[src/rtl/usb_tx_bit_sched.sv]
// USB TX bit scheduler: sequences SYNC, LSB-first payload bytes and EOP,
// generating bit timing and inserting a stuffed zero after six consecutive ones.
module usb_tx_bit_sched #(
    parameter int unsigned CLKS_PER_BIT = 8,
    parameter logic [7:0]  SYNC_BYTE    = 8'h80
) (
    input  logic       clk,
    input  logic       rst,
    input  logic       tx_start,
    input  logic [7:0] byte_data,
    input  logic       byte_valid,
    input  logic       byte_last,
    output logic       byte_ready,
    output logic       line_bit,
    output logic       se0,
    output logic       bit_tick,
    output logic       stuff_active,
    output logic       tx_active,
    output logic       tx_done,
    output logic       tx_error
);

    localparam int unsigned CW = (CLKS_PER_BIT > 2) ? $clog2(CLKS_PER_BIT) : 1;

    typedef enum logic [2:0] {
        S_IDLE,
        S_SYNC,
        S_DATA,
        S_STUFF,
        S_EOP_SE0,
        S_EOP_J
    } state_e;

    state_e          state_q, state_d;
    logic [CW-1:0]   cyc_cnt_q, cyc_cnt_d;
    logic [7:0]      shreg_q, shreg_d;
    logic [2:0]      bit_idx_q, bit_idx_d;
    logic [2:0]      ones_cnt_q, ones_cnt_d;
    logic            last_q, last_d;
    logic            eob_q, eob_d;
    logic            byte_ready_q, byte_ready_d;
    logic            line_bit_q, line_bit_d;
    logic            se0_q, se0_d;
    logic            bit_tick_q, bit_tick_d;
    logic            stuff_active_q, stuff_active_d;
    logic            tx_active_q, tx_active_d;
    logic            tx_done_q, tx_done_d;
    logic            tx_error_q, tx_error_d;

    logic boundary_c;
    logic stuff_due_c;
    logic byte_end_c;
    logic fetch_due_c;
    logic do_fetch_c;
    logic do_eop_c;

    always_comb begin
        state_d        = state_q;
        cyc_cnt_d      = cyc_cnt_q;
        shreg_d        = shreg_q;
        bit_idx_d      = bit_idx_q;
        ones_cnt_d     = ones_cnt_q;
        last_d         = last_q;
        eob_d          = eob_q;
        line_bit_d     = line_bit_q;
        se0_d          = se0_q;
        stuff_active_d = stuff_active_q;
        tx_active_d    = tx_active_q;
        tx_done_d      = 1'b0;
        tx_error_d     = 1'b0;
        do_fetch_c     = 1'b0;
        do_eop_c       = 1'b0;

        boundary_c  = (cyc_cnt_q == CW'(CLKS_PER_BIT - 1));
        stuff_due_c = (ones_cnt_q == 3'd5) && line_bit_q;
        byte_end_c  = (bit_idx_q == 3'd7);
        // A fetch happens at this period's boundary (SYNC always has last_q == 0)
        fetch_due_c = !last_q &&
                      ((((state_q == S_SYNC) || (state_q == S_DATA)) && byte_end_c && !stuff_due_c) ||
                       ((state_q == S_STUFF) && eob_q));

        if (state_q == S_IDLE || boundary_c) begin
            cyc_cnt_d = '0;
        end else begin
            cyc_cnt_d = cyc_cnt_q + CW'(1);
        end

        case (state_q)
            S_IDLE: begin
                if (tx_start) begin
                    state_d        = S_SYNC;
                    shreg_d        = SYNC_BYTE;
                    bit_idx_d      = 3'd0;
                    ones_cnt_d     = 3'd0;
                    last_d         = 1'b0;
                    eob_d          = 1'b0;
                    tx_active_d    = 1'b1;
                    line_bit_d     = SYNC_BYTE[0];
                    se0_d          = 1'b0;
                    stuff_active_d = 1'b0;
                end
            end
            S_SYNC, S_DATA: begin
                if (boundary_c) begin
                    shreg_d    = {1'b0, shreg_q[7:1]};
                    bit_idx_d  = bit_idx_q + 3'd1;
                    ones_cnt_d = line_bit_q ? ones_cnt_q + 3'd1 : 3'd0;
                    if (stuff_due_c) begin
                        state_d        = S_STUFF;
                        ones_cnt_d     = 3'd0;
                        eob_d          = byte_end_c;
                        line_bit_d     = 1'b0;
                        stuff_active_d = 1'b1;
                    end else if (byte_end_c) begin
                        do_fetch_c = !last_q;
                        do_eop_c   = last_q;
                    end else begin
                        line_bit_d = shreg_q[1];
                    end
                end
            end
            S_STUFF: begin
                if (boundary_c) begin
                    stuff_active_d = 1'b0;
                    if (eob_q) begin
                        do_fetch_c = !last_q;
                        do_eop_c   = last_q;
                    end else begin
                        state_d    = S_DATA;
                        line_bit_d = shreg_q[0];
                    end
                end
            end
            S_EOP_SE0: begin
                if (boundary_c) begin
                    if (bit_idx_q == 3'd0) begin
                        bit_idx_d = 3'd1;
                    end else begin
                        state_d    = S_EOP_J;
                        se0_d      = 1'b0;
                        line_bit_d = 1'b1;
                    end
                end
            end
            S_EOP_J: begin
                if (boundary_c) begin
                    state_d     = S_IDLE;
                    tx_active_d = 1'b0;
                    line_bit_d  = 1'b0;
                    ones_cnt_d  = 3'd0;
                    tx_done_d   = 1'b1;
                end
            end
            default: begin
                state_d = S_IDLE;
            end
        endcase

        // Fetch resolves against the strobe raised for this boundary
        if (do_fetch_c) begin
            if (byte_valid) begin
                state_d    = S_DATA;
                shreg_d    = byte_data;
                last_d     = byte_last;
                bit_idx_d  = 3'd0;
                line_bit_d = byte_data[0];
            end else begin
                tx_error_d = 1'b1;
                do_eop_c   = 1'b1;
            end
        end

        if (do_eop_c) begin
            state_d        = S_EOP_SE0;
            bit_idx_d      = 3'd0;
            se0_d          = 1'b1;
            line_bit_d     = 1'b0;
            stuff_active_d = 1'b0;
        end

        // Raised one cycle early so the registered strobe lands on the boundary
        byte_ready_d = fetch_due_c && (cyc_cnt_q == CW'(CLKS_PER_BIT - 2));
        bit_tick_d   = tx_active_d && (cyc_cnt_d == '0);
    end

    always_ff @(posedge clk) begin
        if (rst) begin
            state_q        <= S_IDLE;
            cyc_cnt_q      <= '0;
            shreg_q        <= 8'h00;
            bit_idx_q      <= 3'd0;
            ones_cnt_q     <= 3'd0;
            last_q         <= 1'b0;
            eob_q          <= 1'b0;
            byte_ready_q   <= 1'b0;
            line_bit_q     <= 1'b0;
            se0_q          <= 1'b0;
            bit_tick_q     <= 1'b0;
            stuff_active_q <= 1'b0;
            tx_active_q    <= 1'b0;
            tx_done_q      <= 1'b0;
            tx_error_q     <= 1'b0;
        end else begin
            state_q        <= state_d;
            cyc_cnt_q      <= cyc_cnt_d;
            shreg_q        <= shreg_d;
            bit_idx_q      <= bit_idx_d;
            ones_cnt_q     <= ones_cnt_d;
            last_q         <= last_d;
            eob_q          <= eob_d;
            byte_ready_q   <= byte_ready_d;
            line_bit_q     <= line_bit_d;
            se0_q          <= se0_d;
            bit_tick_q     <= bit_tick_d;
            stuff_active_q <= stuff_active_d;
            tx_active_q    <= tx_active_d;
            tx_done_q      <= tx_done_d;
            tx_error_q     <= tx_error_d;
        end
    end

    assign byte_ready   = byte_ready_q;
    assign line_bit     = line_bit_q;
    assign se0          = se0_q;
    assign bit_tick     = bit_tick_q;
    assign stuff_active = stuff_active_q;
    assign tx_active    = tx_active_q;
    assign tx_done      = tx_done_q;
    assign tx_error     = tx_error_q;

endmodule

[config.mk]
export PLATFORM = sky130hd
export DESIGN_NAME = usb_tx_bit_sched
export DESIGN_NICKNAME = d
export VERILOG_FILES = /design/src/rtl/usb_tx_bit_sched.sv
export SDC_FILE = /design/constraint.sdc
export NUM_CORES = 1
export LEC_CHECK = 0
export ABC_AREA = 0
export BUFFER_PORTS_ARGS = -buffer_cell sky130_fd_sc_hd__buf_2
export CAP_MARGIN = 40
export CORE_ASPECT_RATIO = 0.8
export CORE_MARGIN = 1
export CORE_UTILIZATION = 41
export CTS_CLUSTER_DIAMETER = 120
export CTS_CLUSTER_SIZE = 12
export DETAILED_ROUTE_END_ITERATION = 16
export GPL_TIMING_DRIVEN = 1
export PLACE_DENSITY = 0.59
export SLEW_MARGIN = 20
export SYNTH_ARGS = -nofsm -noshare
export SYNTH_HDL_FRONTEND = slang
export SYNTH_SLANG_ARGS = --single-unit
export TNS_END_PERCENT = 20
[constraint.sdc]
create_clock -name clk -period 4.1 [get_ports clk]
set_clock_uncertainty 0.15 [all_clocks]
set_input_delay 1.025 -clock clk [delete_from_list [all_inputs] [get_ports clk]]
set_output_delay 1.025 -clock clk [all_outputs]
set_load 0.1 [all_outputs]
# [After elaboration in Yosys (flattened, before gate mapping)]
# Index checks and enable logic that the tools add are counted.
[totals] regBits=30 input_bits=13 output_inout_bits=8 word_cells=143
[op_classes] addsub=3 n_eq_ne=17 mux=78 n_bitwise=2 reduce_logical=27
[op_table] cell="2-to-1 mux 3 bit" n=23
[op_table] cell="2-to-1 mux 1 bit" n=40
[op_table] cell="2-to-1 mux 8 bit" n=4
[op_table] cell="== test 3 bit (second input constant)" n=6
[op_table] cell="case mux 3 bit (3 select lines)" n=2
[op_table] cell="case mux 8 bit (2 select lines)" n=1
[op_table] cell="case mux 3 bit (5 select lines)" n=1
[op_table] cell="AND reduction 4 bit" n=3
[op_table] cell="!= test 2 bit (second input constant)" n=5
[op_table] cell="case mux 1 bit (2 select lines)" n=5
[op_table] cell="adder 3 x 1 -> 3 bit (second input constant)" n=3
[op_table] cell="logical NOT 3 bit" n=3
[op_table] cell="!= test 3 bit (second input constant)" n=3
[op_table] cell="nonzero test 3 bit" n=3
[op_table] cell="OR reduction 2 bit" n=4
[op_table] cell="logical AND 1 bit" n=7
[op_table] cell="== test 3 x 2 -> 1 bit (second input constant)" n=2
[op_table] cell="case mux 1 bit (5 select lines)" n=1
[op_table] cell="AND reduction 5 bit" n=1
[op_table] cell="== test 3 x 1 -> 1 bit (second input constant)" n=1
[op_table] cell="logical OR 1 bit" n=3
[op_table] cell="case mux 1 bit (3 select lines)" n=1
[op_table] cell="logical NOT 1 bit" n=2
[op_table] cell="inverter 1 bit" n=2
[op_table] cell="nonzero test 2 bit" n=1

# [Logic depth before layout (Yosys ltp)]
# Gate-level depths: netlist of the first run.
[logic_depth] ltp_word=9 mapped_depth=7 depth_no_buf=7

# [Worst setup path before layout of the first run]
# OpenSTA, ideal clock, no wires.
[synth_timing] path_type="reg-to-reg" start="register line_bit_q, in the netlist line_bit" end="register ones_cnt_q[2]" arrival_ns=2.168 required_time_ns=3.879 setup_slack_ns=1.711 stages_incl_launch_ff=5 path_buffers=0 period_less_slack_ns=2.389 cell_sequence="dfxtp_1 and3_1 or4b_4 or4b_1 a21oi_1"
[synth_between] elab_chain_cells=4 word_cells_on_any_way=5 cone_classes="mux (4); reduce/logical (1)"
[synth_rtl] item="start, declared" line="42" rtl="logic line_bit_q, line_bit_d;"
[synth_rtl] item="start signal, assigned" line="212" rtl="line_bit_q <= line_bit_d;"
[synth_rtl] item="2-to-1 mux 3 bit / logical AND 1 bit (equally long branches)" line="107, 75"
[synth_rtl] item="2-to-1 mux 3 bit (*)" line="108" rtl="if (stuff_due_c) begin"
[synth_rtl] item="2-to-1 mux 3 bit (*)" line="104" rtl="if (boundary_c) begin"
[synth_rtl] item="case mux 3 bit (3 select lines) (*)" line="88" rtl="case (state_q)"
[synth_rtl] item="end signal, assigned" line="208" rtl="ones_cnt_q <= ones_cnt_d;"
[synth_rtl] item="end, declared" line="38" rtl="logic [2:0] ones_cnt_q, ones_cnt_d;"
# Mark *: on every way between the ends. The rest lies on a longest branch, timed or not. The select of a mux whose other input is x is not followed.
# A chain may end at the register's enable or synchronous reset.

# [Worst setup path in the final report of the first run]
[layout_timing] start="register cyc_cnt_q[0]" end="register line_bit_q, in the netlist line_bit"
[layout_between] elab_chain_cells=6 word_cells_on_any_way=17 cone_classes="eq/ne (1); mux (15); reduce/logical (1)"
[layout_rtl] item="start, declared" line="35" rtl="logic [CW-1:0] cyc_cnt_q, cyc_cnt_d;"
[layout_rtl] item="start signal, assigned" line="205" rtl="cyc_cnt_q <= cyc_cnt_d;"
[layout_rtl] item="== test 3 bit (*)" line="74" rtl="boundary_c = (cyc_cnt_q == CW'(CLKS_PER_BIT - 1));"
[layout_rtl] item="via boundary_c" line="50" rtl="logic boundary_c;"
[layout_rtl] item="2-to-1 mux 1 bit (on tied branches)" line="123, 104"
[layout_rtl] item="case mux 1 bit (2 select lines)" line="88"
[layout_rtl] item="2-to-1 mux 1 bit" line="161" rtl="if (byte_valid) begin"
[layout_rtl] item="2-to-1 mux 1 bit" line="160" rtl="if (do_fetch_c) begin"
[layout_rtl] item="OR reduction 2 bit (no line)"
# The timed path passes the listed nets; every way through them passes the cells marked *.

==> impl_metrics.toml, run 1 <==
[cells_and_area]
fin_nets = 221
fillers = 348
seqCellArea_sq_um = 601
area_growth_pct = 12.2
drive_gt1_share_pct = 15.5
diodes = 0
multiInputGateArea_sq_um = 831
layout.cells.non_filler = 242

[flow_run]
max_cap_violations = 0

[min_path]
hp-start = "cyc_cnt_q[0]$_SDFF_PP0_"
whs_endpoint = "cyc_cnt_q[0]$_SDFF_PP0_"
min_path_type = "register to register"
holdPathStages = 1

[yosys]
synth-main-ff-cell = "dfxtp_1"
synth_top_area_share_pct = 39.7
synth_edf_count = 0
synth_cell_types = 42
synth_most_common_cell = "dfxtp_1"
synth_top_family_by_area = "simple AND/OR/NAND/NOR gates"
async_flop_share_pct = 0
syn-num-nets = 203
synth-adder-area-share_pct = 6.62
synth-seq-cells = 30
synth_top_cell_by_area = "dfxtp_1"
synth_compound_area_share_pct = 20.3
synthXorXnorAreaFrac_pct = 1.08
avgSynthCellArea_sq_um = 8.31
yosysWarnings = 0
yosys.area_share.simple_pct = 26.2
synth_area_leaders = "dfxtp_1, ha_1, nand2_1"
synthTopCellsByCount = "dfxtp_1, nand2_1, nor2_1, a21oi_1, nand3_1"
syn-cell-area_sq_um = 1510
ys_seq_area_share_pct = 39.7
netlist_instances = 182
synth_mux_area_share_pct = 0.662

[critical_path]
cp.required_ns = 4.12
crit_top_cell = "ha_1"
slowest_stage = "nand2_1"
startpoint_type = "register"
slowest_delay_ns = 0.45
cp_max_fo = 19
crit_type = "register to register"
rrSetupSlack_ns = 1.62
r2r_cells = 5
rr_endpoint = "line_bit$_SDFF_PP0_"
end_kind = "register"
worstPathCellList = "ha_1 -> ha_1 -> nor4b_1 -> nand2_1 -> o221a_2"
worstPathArrival_ns = 2.50
reg2reg_from = "cyc_cnt_q[0]$_SDFF_PP0_"

[global_route]
grt-ovfl-total = 0
track_usage_pct = 19.1
grt_max_degree = 23
grt_pass1_vias = 1261
grt_antenna_before_repair = 0
grt_pass1_wl_um = 5890

[power_and_ir_drop]
ir_drop_v = 0.000227
powerDensity_nw_per_um2 = 330
finalPower_w = 0.000560
leakagePower_nw = 0.661

[detailed_routing]
final_antenna_net_count = 0
first_iter_violations = 94
dr.pass1.iters = 4
drc = 0
wirelength_um = 3570
vias = 1402
vias_per_cell = 5.79
post_drt_wl_per_cell_um = 14.8

[timing]
rsz0062_at_grt = "false"
whs_ns = 0.319
relSlewSlack_pct = 60.1
tns_ns = 0
setup_ws_ns = 1.62
setup_viol = 0
hold_viol = 0
fin_crit_sh_pct = 60.5
drv_slew = 0
tightest_slew_ns = 0.597
max_freq_ghz = 0.403
min_period_ns = 2.48

[placement]
place_inst = 235
place_congestion = 0.897
place_ws_ns = 1.42
numPortBuffers = 20
dp.final_hpwl_um = 2560

[clocking]
h-tree-depth = 2
clk_latency_ns = 0.28
postCtsSetupBuffers = 0
cts.repair.resized = 0
cts_root_buf = "clkbuf_8"
path_clk_slew_ns = 0.06
clock_path_buffers = 2
clkSinkCount = 30
cts_buffers = 5
cts_tree = "built"
ctsHoldBuffers = 0

[floorplanning]
coreArea_sq_um = 3470
dieArea_sq_um = 3940
ioPinCount = 21
die_w_um = 69.9
rows = 19
initial_core_util_pct = 43.6
die_y_um = 56.3

[outcome]
status = "finished, final reports clean"
[sequential cells by signal, indices dropped and copies added (netlist names), 3 cells and up]
signal      flops
state_q         3
cyc_cnt_q       3
shreg_q         8
ones_cnt_q      3
bit_idx_q       3
[power by group]
group	internal [W]	switching (W)	leakage (nW)	total (W)
Sequential	0.000296	0.00000347	0.243	0.000299
Clock	0.000116	0.000100	0.0383	0.000217
Combinational	0.0000127	0.0000316	0.380	0.0000443
Total	0.000425	0.000135	0.661	0.000560
[logic make-up after synthesis]
kind of cell	after synthesis
compound gates	45
buf+inv	18
fa+ha+maj	8
xor+xnor	1
simple gates	79
mux	1
flops	30
[cells in the final DEF (no fill, tap or decap), types with 2 or more instances in the layout]
cell type,instances
buf_2,20
nand2b_1,3
clkbuf_8,5
clkbuf_1,2
nor4b_1,2
a32oi_1,3
nand2_1,21
a21boi_0,2
a31oi_1,2
nand3_1,12
and3_1,4
a311oi_1,8
or2_2,2
inv_1,8
a21oi_1,12
dfxtp_1,30
and3b_1,2
nor2_1,19
nor3_1,6
ha_1,8
o21ai_0,9
[per-layer routing]
layer,up-vias,global-route usage [%],share of wire (%)
met4,0,7.71,1.4
met3,7,5.92,6.4
met1,657,26.9,49
met5,-,0,0
met2,45,27.1,43
li1,693,-,-
[cell type report]
class	count	area share [%]
flip-flops and latches	30	35.4
clock buffers	7	4.50
inverters	8	1.77
repair buffers	21	6.34
multi-input cells	134	48.9
well taps	42	3.10
[how the worst max path moves through the flow]
stage	from	to	slack (ns)
2_1_floorplan	line_bit$_SDFF_PP0_	ones_cnt_q[2]$_SDFFE_PP0P_	1.71
3_3_place_gp	byte_valid	line_bit$_SDFF_PP0_	1.47
3_5_place_dp	byte_valid	line_bit$_SDFF_PP0_	1.42
4_1_cts	cyc_cnt_q[0]$_SDFF_PP0_	line_bit$_SDFF_PP0_	1.64
5_1_grt	cyc_cnt_q[0]$_SDFF_PP0_	line_bit$_SDFF_PP0_	1.39
6_report	cyc_cnt_q[0]$_SDFF_PP0_	line_bit$_SDFF_PP0_	1.62
[worst max-delay path, delay by kind of cell (launching register included)]
kind / cells / cell delay (ns)
flops: 1 / 0.37
compound gates: 1 / 0.42
fa+ha+maj: 2 / 0.61
simple gates: 2 / 0.81
[through the flow]
stage	area [sq um]	utilization [%]
after global placement	1620	46.7
after detailed placement	1620	46.7
final	1700	48.9
after CTS	1700	48.9
after floorplan	1510	-
after global routing	1700	48.9
(Power assumes the default switching activity.)
==> inputs of run 2 (changes only) <==
PLACE_DENSITY = 0.62   (was 0.59)
clock period = 2.2 ns   (was 4.1 ns; I/O delays follow)
==> run 2 against run 1 <==
  * Global-route usage grew 1.4 points
  * Clock power rose by 100%
  * Sequential power rose by 86%
  * Combinational power up 110%
  * First-iteration DRC count is 39% higher
  * Die area is the same
  * Non-clock buffer count is 10 higher
  * Largest cell class unchanged
  * Highest routed layer unchanged
==> impl_metrics.toml, run 2 (same netlist as run 1, synthesis figures left out) <==
[outcome]
status = "finished, final reports clean"

[detailed_routing]
vias_per_cell = 5.76
final_antenna_net_count = 0
vias = 1446
drc = 0
wirelength_um = 3790
post_drt_wl_per_cell_um = 15.1
first_iter_violations = 131
dr.pass1.iters = 5

[timing]
hold_viol = 0
tns_ns = 0
whs_ns = 0.317
relSlewSlack_pct = 67.7
tightest_slew_ns = 0.488
setup_viol = 0
max_freq_ghz = 0.470
min_period_ns = 2.13
fin_crit_sh_pct = 96.7
drv_slew = 0

[clocking]
cts.repair.resized = 0
cts_root_buf = "clkbuf_8"
cts_buffers = 5
clock_path_buffers = 2
clk_latency_ns = 0.28
h-tree-depth = 2
path_clk_slew_ns = 0.06
ctsHoldBuffers = 0
postCtsSetupBuffers = 0
cts_tree = "built"
clkSinkCount = 30

[power_and_ir_drop]
finalPower_w = 0.00108
ir_drop_v = 0.000355
powerDensity_nw_per_um2 = 598
leakagePower_nw = 0.715

[min_path]
min_path_type = "register to register"
holdPathStages = 1

[critical_path]
critPathBufInv = 0
worstSetupPathDepth = 4
r2r_cells = 4
startpoint_type = "register"
crit_end = "ones_cnt_q[2]$_SDFFE_PP0P_"
worstPathArrival_ns = 2.20
cp_max_fo = 9
end_kind = "register"
cp.required_ns = 2.27
rrSetupSlack_ns = 0.07
crit_top_cell = "or4b_4"
reg2reg_from = "state_q[0]$_SDFF_PP0_"
slowest_stage = "or4b_4"
worstPathCellList = "xnor2_2 -> or4b_4 -> or4b_4 -> a21oi_2"
rr_endpoint = "ones_cnt_q[2]$_SDFFE_PP0P_"
slowest_delay_ns = 0.57
crit_type = "register to register"
path_delay_family = "simple AND/OR/NAND/NOR gates"
cp-startpoint = "state_q[0]$_SDFF_PP0_"

[cells_and_area]
final_common_cell = "dfxtp_1"
largest_reg_flops = 8
final_cell_mix = "dfxtp_1, nand2_1, buf_2, nor2_1, nand3_1"
layout.cells.non_filler = 251
diodes = 0
drive_gt1_share_pct = 24.4
fin_util_pct = 52.1
fillers = 333
area_growth_pct = 19.6
fin_nets = 231
registers.top_by_ff_count = "shreg_q"

[global_route]
grt-ovfl-total = 0
grt_antenna_before_repair = 0
grt_pass1_wl_um = 6130
track_usage_pct = 20.5
grt_max_degree = 23
grt_pass1_vias = 1291

[placement]
numPortBuffers = 20
dp.final_hpwl_um = 2720
place_congestion = 0.922
place_inst = 245

[floorplanning]
dieArea_sq_um = 3940
ioPinCount = 21
die_w_um = 69.9
coreArea_sq_um = 3470
die_y_um = 56.3
initial_core_util_pct = 43.6
rows = 19

[flow_run]
max_cap_violations = 0
-- run 2: cell count changes in the layout (fill, tap and decap cells not counted), moves of 2 or more --
cell	before	now
buf_4	1	11
dfxtp_1	30	27
dfxtp_2	0	3
clkbuf_1	2	0
-- run 2: cell type report --
cell class	instances	area, sq um	area share [%]
multi-input combinational	134	857	47.4
clock buffer	6	82.6	4.56
tap	42	52.6	2.90
timing repair buffer	31	183	10.1
sequential	30	604	33.4
inverter	8	30.0	1.66
-- run 2: worst min path at each step --
stage	from	to
final	cyc_cnt_q[0]$_SDFF_PP0_	cyc_cnt_q[0]$_SDFF_PP0_
after global routing	byte_valid	tx_error$_SDFF_PP0_
after CTS	byte_valid	tx_error$_SDFF_PP0_
after detailed placement	cyc_cnt_q[0]$_SDFF_PP0_	cyc_cnt_q[0]$_SDFF_PP0_
after global placement	cyc_cnt_q[0]$_SDFF_PP0_	cyc_cnt_q[0]$_SDFF_PP0_
after floorplan	cyc_cnt_q[0]$_SDFF_PP0_	cyc_cnt_q[0]$_SDFF_PP0_
-- run 2: through the flow --
| step | worst slack, ns | cell area (sq um) |
|---|---|---|
| finish | 0.0737 | 1810 |
| global route | -0.00445 | 1810 |
| CTS | 0.0310 | 1780 |
| detailed placement | 0.0479 | 1700 |
| global placement | 0.126 | 1700 |
| floorplan | 0.0731 | 1510 |
-- run 2: metal layers --
metal | GRT usage (%) | wire, um | vias up
met5 | 0 | 0 | -
met4 | 10.9 | 72 | 0
met3 | 5.39 | 199 | 7
met2 | 29.5 | 1700 | 36
met1 | 28.1 | 1810 | 691
li1 | - | - | 712
-- run 2: power breakdown --
group	internal (W)	switching, W
registers	0.000551	0.00000674
logic	0.0000300	0.0000614
clock network	0.000240	0.000192
total	0.000821	0.000261
==> inputs of run 3 (changes only) <==
BUFFER_PORTS_ARGS = -buffer_cell sky130_fd_sc_hd__buf_4   (was -buffer_cell sky130_fd_sc_hd__buf_2)
==> run 3 against run 2 <==
  * Non-clock buffer count increased by 1
  * Critical path depth increased by 2
  * Global-route usage increased by 0.59 points
  * Highest routed layer unchanged
  * Count of clock-buffer cells in the layout unchanged
  * First-iteration DRC count increased by 3.8%
  * Critical path type unchanged
  * Routed wire length increased by 0.48%
  * Hold slack got worse by 0.014 ns
  * Utilization increased by 1.4 points
==> impl_metrics.toml, run 3 (same netlist as run 1, synthesis figures left out) <==
[critical_path]
worstPathArrival_ns = 2.18
cp_max_fo = 4
cp.required_ns = 2.26
end_kind = "register"
startpoint_type = "register"
cp-startpoint = "ones_cnt_q[1]$_SDFFE_PP0P_"
reg2reg_from = "ones_cnt_q[1]$_SDFFE_PP0P_"
crit_type = "register to register"

[cells_and_area]
area_growth_pct = 22.9
drive_gt1_share_pct = 23.8
registers.top_by_ff_count = "shreg_q"
final_cell_mix = "buf_4, dfxtp_1, nand2_1, nor2_1"
largest_reg_flops = 8
fin_util_pct = 53.6
diodes = 0
final_common_cell = "buf_4"
fin_nets = 232

[timing]
relSlewSlack_pct = 73.7
setup_viol = 0
tns_ns = 0
max_freq_ghz = 0.471
min_period_ns = 2.12
hold_viol = 0
drv_slew = 0
fin_crit_sh_pct = 96.5
tightest_slew_ns = 0.385
rsz0062_at_grt = "false"

[floorplanning]
initial_core_util_pct = 43.6
rows = 19
die_w_um = 69.9
ioPinCount = 21
die_y_um = 56.3
coreArea_sq_um = 3470
dieArea_sq_um = 3940

[detailed_routing]
vias = 1436
final_antenna_net_count = 0
vias_per_cell = 5.70
first_iter_violations = 136
drc = 0
dr.pass1.iters = 4
post_drt_wl_per_cell_um = 15.1
wirelength_um = 3800

[clocking]
clk_latency_ns = 0.28
cts.repair.resized = 0
cts_root_buf = "clkbuf_8"
clkSinkCount = 30
postCtsSetupBuffers = 0
ctsHoldBuffers = 0
cts_tree = "built"
cts_buffers = 5
path_clk_slew_ns = 0.06
clock_path_buffers = 2
h-tree-depth = 2

[flow_run]
max_cap_violations = 0

[power_and_ir_drop]
p_seq_share_pct = 51.1
power_frac_comb_pct = 9.1
ir_drop_v = 0.000350
p_int_w = 0.000829
power_switching_w = 0.000262
leakagePower_nw = 0.733
powerDensity_nw_per_um2 = 586
clkPwrFrac_pct = 39.8
p_sw_share_pct = 24.0

[placement]
numPortBuffers = 20
place_congestion = 0.926
dp.final_hpwl_um = 2790

[min_path]
min_path_type = "input pin to register"
hp-start = "byte_valid"

[global_route]
track_usage_pct = 21.1
grt_antenna_before_repair = 0
grt_pass1_vias = 1347
grt-ovfl-total = 0
grt_pass1_wl_um = 6490
grt_max_degree = 23

[outcome]
status = "finished, final reports clean"
==> run 3: area by class of cell <==
type | instances | area (sq um)
clock buffers | 6 | 82.6
fillers | 335 | 1610
inverters | 8 | 30.0
multi-input cells | 134 | 850
flip-flops and latches | 30 | 604
well taps | 42 | 52.6
repair buffers | 32 | 240
==> run 3: layer usage <==
metal / part of all wire [%] / global-route usage, % / vias up
li1: - / - / 715
met1: 48 / 30.2 / 663
met2: 43 / 30.1 / 49
met3: 6.9 / 5.21 / 9
met4: 2.1 / 8.86 / 0
met5: 0 / 0 / -
==> run 3: power groups by stage <==
| stage | clock (W) | sequential [W] | combinational (W) |
|---|---|---|---|
| floorplan | 0 | 0.000587 | 0.0000412 |
| global placement | 0 | 0.000569 | 0.0000962 |
| detailed placement | 0 | 0.000569 | 0.0000980 |
| CTS | 0.000436 | 0.000557 | 0.0000985 |
| global route | 0.000464 | 0.000558 | 0.000107 |
| finish | 0.000434 | 0.000557 | 0.0000991 |
==> run 3: worst paths after layout <==
check / to / slack [ns] / cells after the start
setup / recovery: ones_cnt_q[2]$_SDFFE_PP0P_ / 0.08 / 6
hold / removal: tx_error$_SDFF_PP0_ / 0.30 / 2
setup reg to reg: ones_cnt_q[2]$_SDFFE_PP0P_ / 0.08 / 6
hold reg to reg: cyc_cnt_q[0]$_SDFF_PP0_ / 0.32 / 1
==> run 3: metrics by stage <==
| step | hold WS, ns | setup WS [ns] | std cells | instance area [sq um] | total power [W] |
|---|---|---|---|---|---|
| floorplan | 0.276 | 0.0731 | 182 | 1510 | 0.000628 |
| finish | 0.303 | 0.0760 | 252 | 1860 | 0.00109 |
| global placement | 0.288 | 0.107 | 246 | 1760 | 0.000665 |
| detailed placement | 0.312 | 0.0523 | 246 | 1760 | 0.000667 |
| global route | 0.297 | 0.0186 | 252 | 1860 | 0.00113 |
| CTS | 0.301 | 0.0316 | 252 | 1840 | 0.00109 |
==> run 3: critical path, stage by stage, from the launching register on <==
cell and delay, ns:
dfxtp_2 0.34, inv_1 0.04, ha_1 0.19, and3_1 0.18
or4b_4 0.53, or4b_1 0.47, a21oi_1 0.14
